===== src/rtl/sync_fifo_param.sv =====
// Single-clock parameterised FIFO with wrap-bit pointers, threshold flags,
// sticky error flags and a choice of registered-read or first-word-fall-through output.
module sync_fifo_param #(
  parameter int DATA_W   = 8,
  parameter int DEPTH    = 16,
  parameter int AF_LEVEL = DEPTH - 2,
  parameter int AE_LEVEL = 2,
  parameter int FWFT     = 0
) (
  input  logic                     clk_single_domain,
  input  logic                     rst,
  input  logic                     wen,
  input  logic [DATA_W-1:0]        from_user,
  input  logic                     ren,
  input  logic                     clr_err,
  output logic [DATA_W-1:0]        to_the_user,
  output logic                     rvalid,
  output logic                     full,
  output logic                     empty,
  output logic                     almost_full,
  output logic                     almost_empty,
  output logic [$clog2(DEPTH):0]   count,
  output logic                     overflow,
  output logic                     underflow
);

  localparam int AW = $clog2(DEPTH);
  localparam int CW = AW + 1;
  localparam logic [CW-1:0] AF_L = CW'(AF_LEVEL);
  localparam logic [CW-1:0] AE_L = CW'(AE_LEVEL);

  logic [DATA_W-1:0] mem [DEPTH];
  logic [CW-1:0]     wr_ptr;
  logic [CW-1:0]     rd_ptr;
  logic              wr_acc;
  logic              rd_acc;

  // Flags come only from registered pointers, so no input reaches an output combinationally.
  assign empty        = (wr_ptr == rd_ptr);
  assign full         = (wr_ptr[AW-1:0] == rd_ptr[AW-1:0]) && (wr_ptr[AW] != rd_ptr[AW]);
  assign count        = wr_ptr - rd_ptr;
  assign almost_full  = (count >= AF_L);
  assign almost_empty = (count <= AE_L);

  assign wr_acc = wen && !full;
  assign rd_acc = ren && !empty;

  // NOTE: sequential state uses non-blocking assignments so every register samples pre-edge values.
  always_ff @(posedge clk_single_domain or posedge rst) begin
    if (rst) begin
      wr_ptr    <= '0;
      rd_ptr    <= '0;
      overflow  <= 1'b0;
      underflow <= 1'b0;
    end else begin
      if (wr_acc) wr_ptr <= wr_ptr + CW'(1);
      if (rd_acc) rd_ptr <= rd_ptr + CW'(1);
      // A fresh error wins over a coincident clear.
      overflow  <= (overflow  && !clr_err) || (wen && full);
      underflow <= (underflow && !clr_err) || (ren && empty);
    end
  end

  // NOTE: storage has no reset; stale words are unreachable once the pointers are cleared.
  always_ff @(posedge clk_single_domain) begin
    if (wr_acc) mem[wr_ptr[AW-1:0]] <= from_user;
  end

  generate
    if (FWFT != 0) begin : g_fwft
      // Head word is presented straight from storage; it is registered state, not an input path.
      // NOTE: every always_comb output gets a value on every path, so no latch is inferred.
      always_comb begin
        to_the_user = empty ? '0 : mem[rd_ptr[AW-1:0]];
        rvalid      = !empty;
      end
    end else begin : g_reg_read
      always_ff @(posedge clk_single_domain or posedge rst) begin
        if (rst) begin
          to_the_user <= '0;
          rvalid      <= 1'b0;
        end else begin
          rvalid <= rd_acc;
          if (rd_acc) to_the_user <= mem[rd_ptr[AW-1:0]];
        end
      end
    end
  endgenerate

endmodule


===== config.mk =====
export PLATFORM = sky130hd
export DESIGN_NAME = sync_fifo_param
export DESIGN_NICKNAME = d
export VERILOG_FILES = /design/src/rtl/sync_fifo_param.sv
export SDC_FILE = /design/constraint.sdc
export NUM_CORES = 1
export LEC_CHECK = 0
export CORE_AREA = 2 2 89 125
export DETAILED_ROUTE_END_ITERATION = 12
export DIE_AREA = 0 0 91 127
export PLACE_DENSITY = 0.86
export SYNTH_ARGS = -nofsm -noshare
export SYNTH_HDL_FRONTEND = slang
export SYNTH_SLANG_ARGS = --single-unit

===== constraint.sdc =====
create_clock -name clk_single_domain -period 6.3 [get_ports clk_single_domain]
set_input_delay 1.575 -clock clk_single_domain [delete_from_list [all_inputs] [get_ports clk_single_domain]]
set_output_delay 1.575 -clock clk_single_domain [all_outputs]
set_load 0.005 [all_outputs]

==> flow_summary.json <==
{
  "post_cts_buffers": 0,
  "ctsRootBufferMaster": "clkbuf_16",
  "min_from": "underflow$_DFF_PP0_",
  "yosys_register_bits": 149,
  "maxSlewHeadroom_pct": 29.4,
  "cts.htree.levels": 4,
  "setup_viol": 0,
  "cp_max_fo": 24,
  "cp.required_ps": 4720,
  "drt_pass1_iterations": 5,
  "cts_num_sinks": 149,
  "num_rows": 44,
  "die_area_um2": 11600,
  "finish.utilization_pct": 68.2,
  "syn_avg_cell_area_um2": 17.2,
  "setup_tns_ps": 0,
  "clkPwrFrac_pct": 27.2,
  "sw_frac_of_total_pct": 31.9,
  "grt_usage_pct": 24.3,
  "drive_gt1_share_pct": 12.6,
  "path_clk_slew_ps": 60,
  "grt_pass1_vias": 3550,
  "port_buffers": 32,
  "grt_max_degree": 51,
  "finalMaxSlewViolations": 0,
  "powerDensity_nw_per_um2": 495,
  "place_hpwl_um": 8020,
  "peakVddDrop_mv": 0.212,
  "min_to": "underflow$_DFF_PP0_",
  "wl_per_cell_um": 23.8,
  "r2r_start": "rd_ptr[2]$_DFFE_PP0P_",
  "reg2reg_to": "mem[12][6]$_DFFE_PP_",
  "leakage_uw": 0.00246,
  "p_sw_uw": 1120,
  "routed_wl_um": 12900,
  "core_um2": 10300,
  "synth_cell_types": 41,
  "initial_utilization_pct": 58.8,
  "cts_tree": "built",
  "place_congestion": 0.846,
  "cts_made_buffers": 17,
  "viasPerCell": 6.22,
  "grt_pass1_wl_um": 20100,
  "antenna_found_initial": 0,
  "netlist_area_um2": 6090,
  "vias": 3381,
  "layout.nets": 416,
  "n_antenna_cell": 0,
  "clockBufferDepth": 2,
  "drc": 0,
  "seqPwrFrac_pct": 39.0,
  "cap_violations": 0,
  "netlist_instances": 353,
  "fin_area_um2": 7060,
  "fin_skew_ps": 7.37,
  "drtAntennaViolNets": 0,
  "cp-start-kind": "register",
  "chipHeight_um": 127,
  "rrSetupSlack_ps": 2900,
  "critPathArrivalTime_ps": 3170,
  "ys_seq_area_share_pct": 71.8,
  "drtIter0Drc": 415,
  "placed_cell_area_um2": 6490,
  "reg2reg_depth": 6,
  "pin_count": 33,
  "syn-num-nets": 376,
  "ys_warn_count": 0,
  "cts_hold_buf": 0,
  "rsz0062_at_grt": "no",
  "grt_overflow": 0,
  "final-hold-violation-count": 0,
  "comb_power_share_pct": 33.9,
  "endpoint_kind": "output pin",
  "cts-resized-gates": 0,
  "fmax_mhz": 211,
  "die_width_um": 91,
  "status": "completed",
  "crit_type": "register to output pin",
  "tightest_slew_ps": 1050,
  "p_int_uw": 2380,
  "hold_class": "register to register",
  "clock_latency_ps": 420,
  "syn_to_final_growth_pct": 15.9,
  "min_period_ps": 4740,
  "hold_depth": 2,
  "period_share_pct": 75.3
}
-- metal layers --
layer	up-vias	share of wire, %	track usage [%]
li1	1465	-	-
met1	1694	36	27.1
met2	168	54	42.5
met3	54	6.2	6.01
met4	0	4.5	13.8
met5	-	0	0
-- flip-flops by register name (all words and copies together) (netlist names) --
signal       count
mem            128
to_the_user      8
rd_ptr           5
wr_ptr           5
overflow         1
rvalid           1
underflow        1
-- metrics by stage --
step / setup slack [ps] / instances / total power [µW] / hold slack (ps)
floorplan: 2630 / 353 / 2110 / 517
global placement: 2090 / 512 / 2470 / 524
detailed placement: 2000 / 512 / 2540 / 561
CTS: 1550 / 544 / 3500 / 570
global route: 1320 / 544 / 3650 / 593
finish: 1560 / 544 / 3500 / 560
-- cell usage in the layout (no fill, tap or decap), types with 6 or more instances in the layout --
| cell | count |
|---|---|
| edfxtp_1 | 128 |
| mux2i_1 | 32 |
| clkdlybuf4s50_1 | 32 |
| nor2_1 | 23 |
| dfrtp_1 | 20 |
| clkbuf_16 | 17 |
| o22ai_1 | 16 |
| inv_1 | 15 |
| mux4_2 | 14 |
| ha_1 | 9 |
| a22oi_1 | 8 |
| a31oi_1 | 8 |
| xnor2_1 | 8 |
| nand2_1 | 6 |
-- logic make-up (layout without fill, tap and decap cells) --
family,after synthesis,in the layout,share of synthesized area [%]
xor gates and xnor gates,12,12,1.85
AOI/OAI and AO/OA,46,46,5.12
buffers and inverters,31,84,3.02
and+or+nand+nor,57,57,4.77
muxes,48,48,11.3
adders and majority gates,10,10,2.18
DFF,149,149,71.8
-- worst max-delay path, cell delays in order, from the launching register on --
cell and delay (ps):
dfrtp_1 990, inv_1 110, ha_1 380, o21a_1 150
or3_1 350, a211oi_1 240, clkdlybuf4s50_1 530
-- power by group through the flow --
| stage | clock network, µW | registers (µW) | logic [µW] |
|---|---|---|---|
| final | 951 | 1360 | 1180 |
| after global placement | 0 | 1360 | 1110 |
| after CTS | 958 | 1360 | 1180 |
| after detailed placement | 0 | 1370 | 1160 |
| after floorplan | 0 | 1300 | 806 |
| after global routing | 997 | 1380 | 1280 |
-- synthesized netlist by cell type --
cell,number,area [µm²]
nand3_1,2,10.0
a21oi_1,1,5.00
nor2_1,23,86.3
xor2_1,3,26.3
ha_1,9,113
clkbuf_1,2,7.51
o21ai_0,5,25.0
a22oi_1,8,60.1
o21a_1,1,7.51
a41o_1,1,10.0
or3_1,1,6.26
nand3b_1,2,15.0
nor3b_1,1,7.51
or3b_1,1,8.76
nor4_1,4,25.0
o22ai_1,16,100
xnor2_2,1,16.3
buf_2,5,25.0
buf_1,1,3.75
and3_1,4,25.0
and4_1,1,8.76
a21o_1,2,15.0
and2_1,5,31.3
fa_1,1,20.0
xnor2_1,8,70.1
buf_12,1,20.0
nand4_1,5,31.3
nand2_1,6,22.5
nor2b_1,2,12.5
mux4_1,2,52.6
buf_4,2,15.0
inv_1,15,56.3
mux2i_1,32,320
edfxtp_1,128,3840
a21boi_2,2,22.5
buf_6,5,56.3
a211oi_1,1,7.51
o21ai_2,1,8.76
mux4_2,14,315
a31oi_1,8,50.1
dfrtp_1,21,526
-- worst max-delay path by stage --
stage                         endpoint  slack, ps                   from  depth (start not counted)
after detailed placement  almost_empty       2000  rd_ptr[2]$_DFFE_PP0P_                          6
after CTS                 almost_empty       1550  rd_ptr[2]$_DFFE_PP0P_                          6
after global routing      almost_empty       1320  rd_ptr[2]$_DFFE_PP0P_                          6
after global placement    almost_empty       2090  rd_ptr[2]$_DFFE_PP0P_                          6
after floorplan           almost_empty       2630  rd_ptr[1]$_DFFE_PP0P_                          9
final                     almost_empty       1560  rd_ptr[2]$_DFFE_PP0P_                          6
-- final cells by class --
cell class | count | area (µm²)
flip-flops and latches | 149 | 4370
fillers | 668 | 3290
repair buffers | 37 | 358
well taps | 138 | 173
clock buffers | 18 | 429
inverters | 15 | 56.3
clock inverters | 14 | 135
multi-input cells | 173 | 1540
Note: power is estimated with default switching activity, not from simulation.
==> variant, RTL diff (same settings) <==
Change the parameter `FWFT` from 0 to 1.
--- a/src/rtl/sync_fifo_param.sv
+++ b/src/rtl/sync_fifo_param.sv
@@ -5,7 +5,7 @@
   parameter int DEPTH    = 16,
   parameter int AF_LEVEL = DEPTH - 2,
   parameter int AE_LEVEL = 2,
-  parameter int FWFT     = 0
+  parameter int FWFT     = 1
 ) (
   input  logic                     clk_single_domain,
   input  logic                     rst,
Function: changed (a bounded check fails within 4 cycles, from zero or initial values and one cycle with rst high).
==> variant against the original RTL <==
Synthesized area down 5.1%. Utilization down 2.7 points. Maximum frequency down 3.8%. Final area down 4.0%. Sequential cell count down 9. Power down 2.0%. Via count down 13%. Clock skew up 0.00052 ns. Worst setup slack worse by 0.19 ns. Routed wire length down 11%.
==> variant: results (changes against the original RTL) <==
** Power and ir drop
- The power share of the sequential group came to 0.357 (-0.033).
- Static Leakage :: 2.328 nW (-5.4%)
- The internal power is 2.391 mW (+0.48%).
- The largest vdd supply drop came to 0.2237 mV (+5.4%).
- Design Power :: 3.427 mW (-2.0%)

** Final layout
- The number of flip-flops under the largest register name came to 128 (unchanged).
- Total Nets Final :: 368 (-12%)
- The number of cells in the finished layout apart from fillers was 496 (-8.8%).
- Share of layout cells above drive strength 1 :: 0.1788 (+0.05316)

** Placed design
- Half-perimeter wire length of the detailed placement result :: 7.336 mm (-8.5%)
- DP Worst Slack :: 1.790 ns (-0.2083 ns)
- The count of input and output buffers came to 32 (unchanged).
- The final weighted congestion in routability-driven placement came to 0.8446 (-0.20%).
- The instance count after placement with tap cells included came to 464 (-9.4%).

** Route
- Routed met1 length :: 4.099 mm (-11%)
- The iteration-0 DRC count of the detailed router was 273 (-34%).
- Detailed-routed wire length on met3 :: 941 um (+17%)
- The total wire length came to 11.48 mm (-11%).
- Vias per cell :: 5.921 (-4.7%)
- Detailed route wirelength on metal2 :: 6.195 mm (-11%)

** Timing
- The worst hold slack is 0.5409 ns (-0.01938 ns).
- Post-Route Skew :: 0.007892 ns (+0.0005246 ns)
- Peak clock frequency supported by timing :: 202.9 MHz (-3.8%)
- The worst slew margin relative to its limit is 0.3744 (+0.08066).

** Worst setup path
- Highest fanout seen on the critical path :: 28 (+17%)
- The slack of the worst reg-to-reg path was 2.99 ns (+0.09 ns).
- Arrival time reported for the critical path endpoint :: 3.35 ns (+0.18 ns)
- Slowest CP cell :: clkdlybuf4s50_1
- The worst register-to-register path begins at rd_ptr[1].
- RR Endpoint :: mem[0][3]
- The stage delay of the slowest cell on the critical path was 0.60 ns (-0.39 ns).
- Crit path from :: rd_ptr[0]
- The kind of cell with the highest combined delay along the critical path is buffers and inverters.

** Global route
- The total routing resource utilization after global routing came to 0.2202 (-0.02276).
- The met1 layer usage reported by global route was 0.2636 (-0.007283).
- The largest net degree at the start of global routing was 35 (-31%).

** Synthesis
- The synthesized netlist net count came to 323 (-14%).
- Async set or reset register ratio after synthesis :: 0.08571 (-0.05523)
- Leading cell types by total area after synthesis :: edfxtp_1, mux4_2, dfrtp_1
- Ranked by instance count, the synthesized netlist is headed by edfxtp_1, mux4_2, dfrtp_1, inv_1, nor2_1.
- Sequential element share of the synthesized area :: 0.7175 (about the same)

** Run status
- The run finished with clean final reports.
==> variant: changes by cell type after synthesis, moves of 9 or more <==
| cell | unedited run | this run |
|---|---|---|
| mux2i_1 | 32 | 8 |
| o22ai_1 | 16 | 1 |
| nor2_1 | 23 | 12 |
| dfrtp_1 | 21 | 12 |
==> variant: cell families after synthesis <==
group	Yosys count	synth area share
flops	140	0.7175
mux	47	0.1588
simple gates	37	0.02968
compound gates	27	0.02816
buf+inv	26	0.02318
xor+xnor	13	0.01971
fa+ha+maj	10	0.02296
==> variant: cell type report <==
class                           count  area, um2
Clock buffer                       21      440.4
Clock inverter                     11      101.3
Fill cell                         674       3572
Inverter                           13      48.80
Multi-Input combinational cell    134       1498
Sequential cell                   140       4144
Tap cell                          138      172.7
Timing Repair Buffer               39      372.9
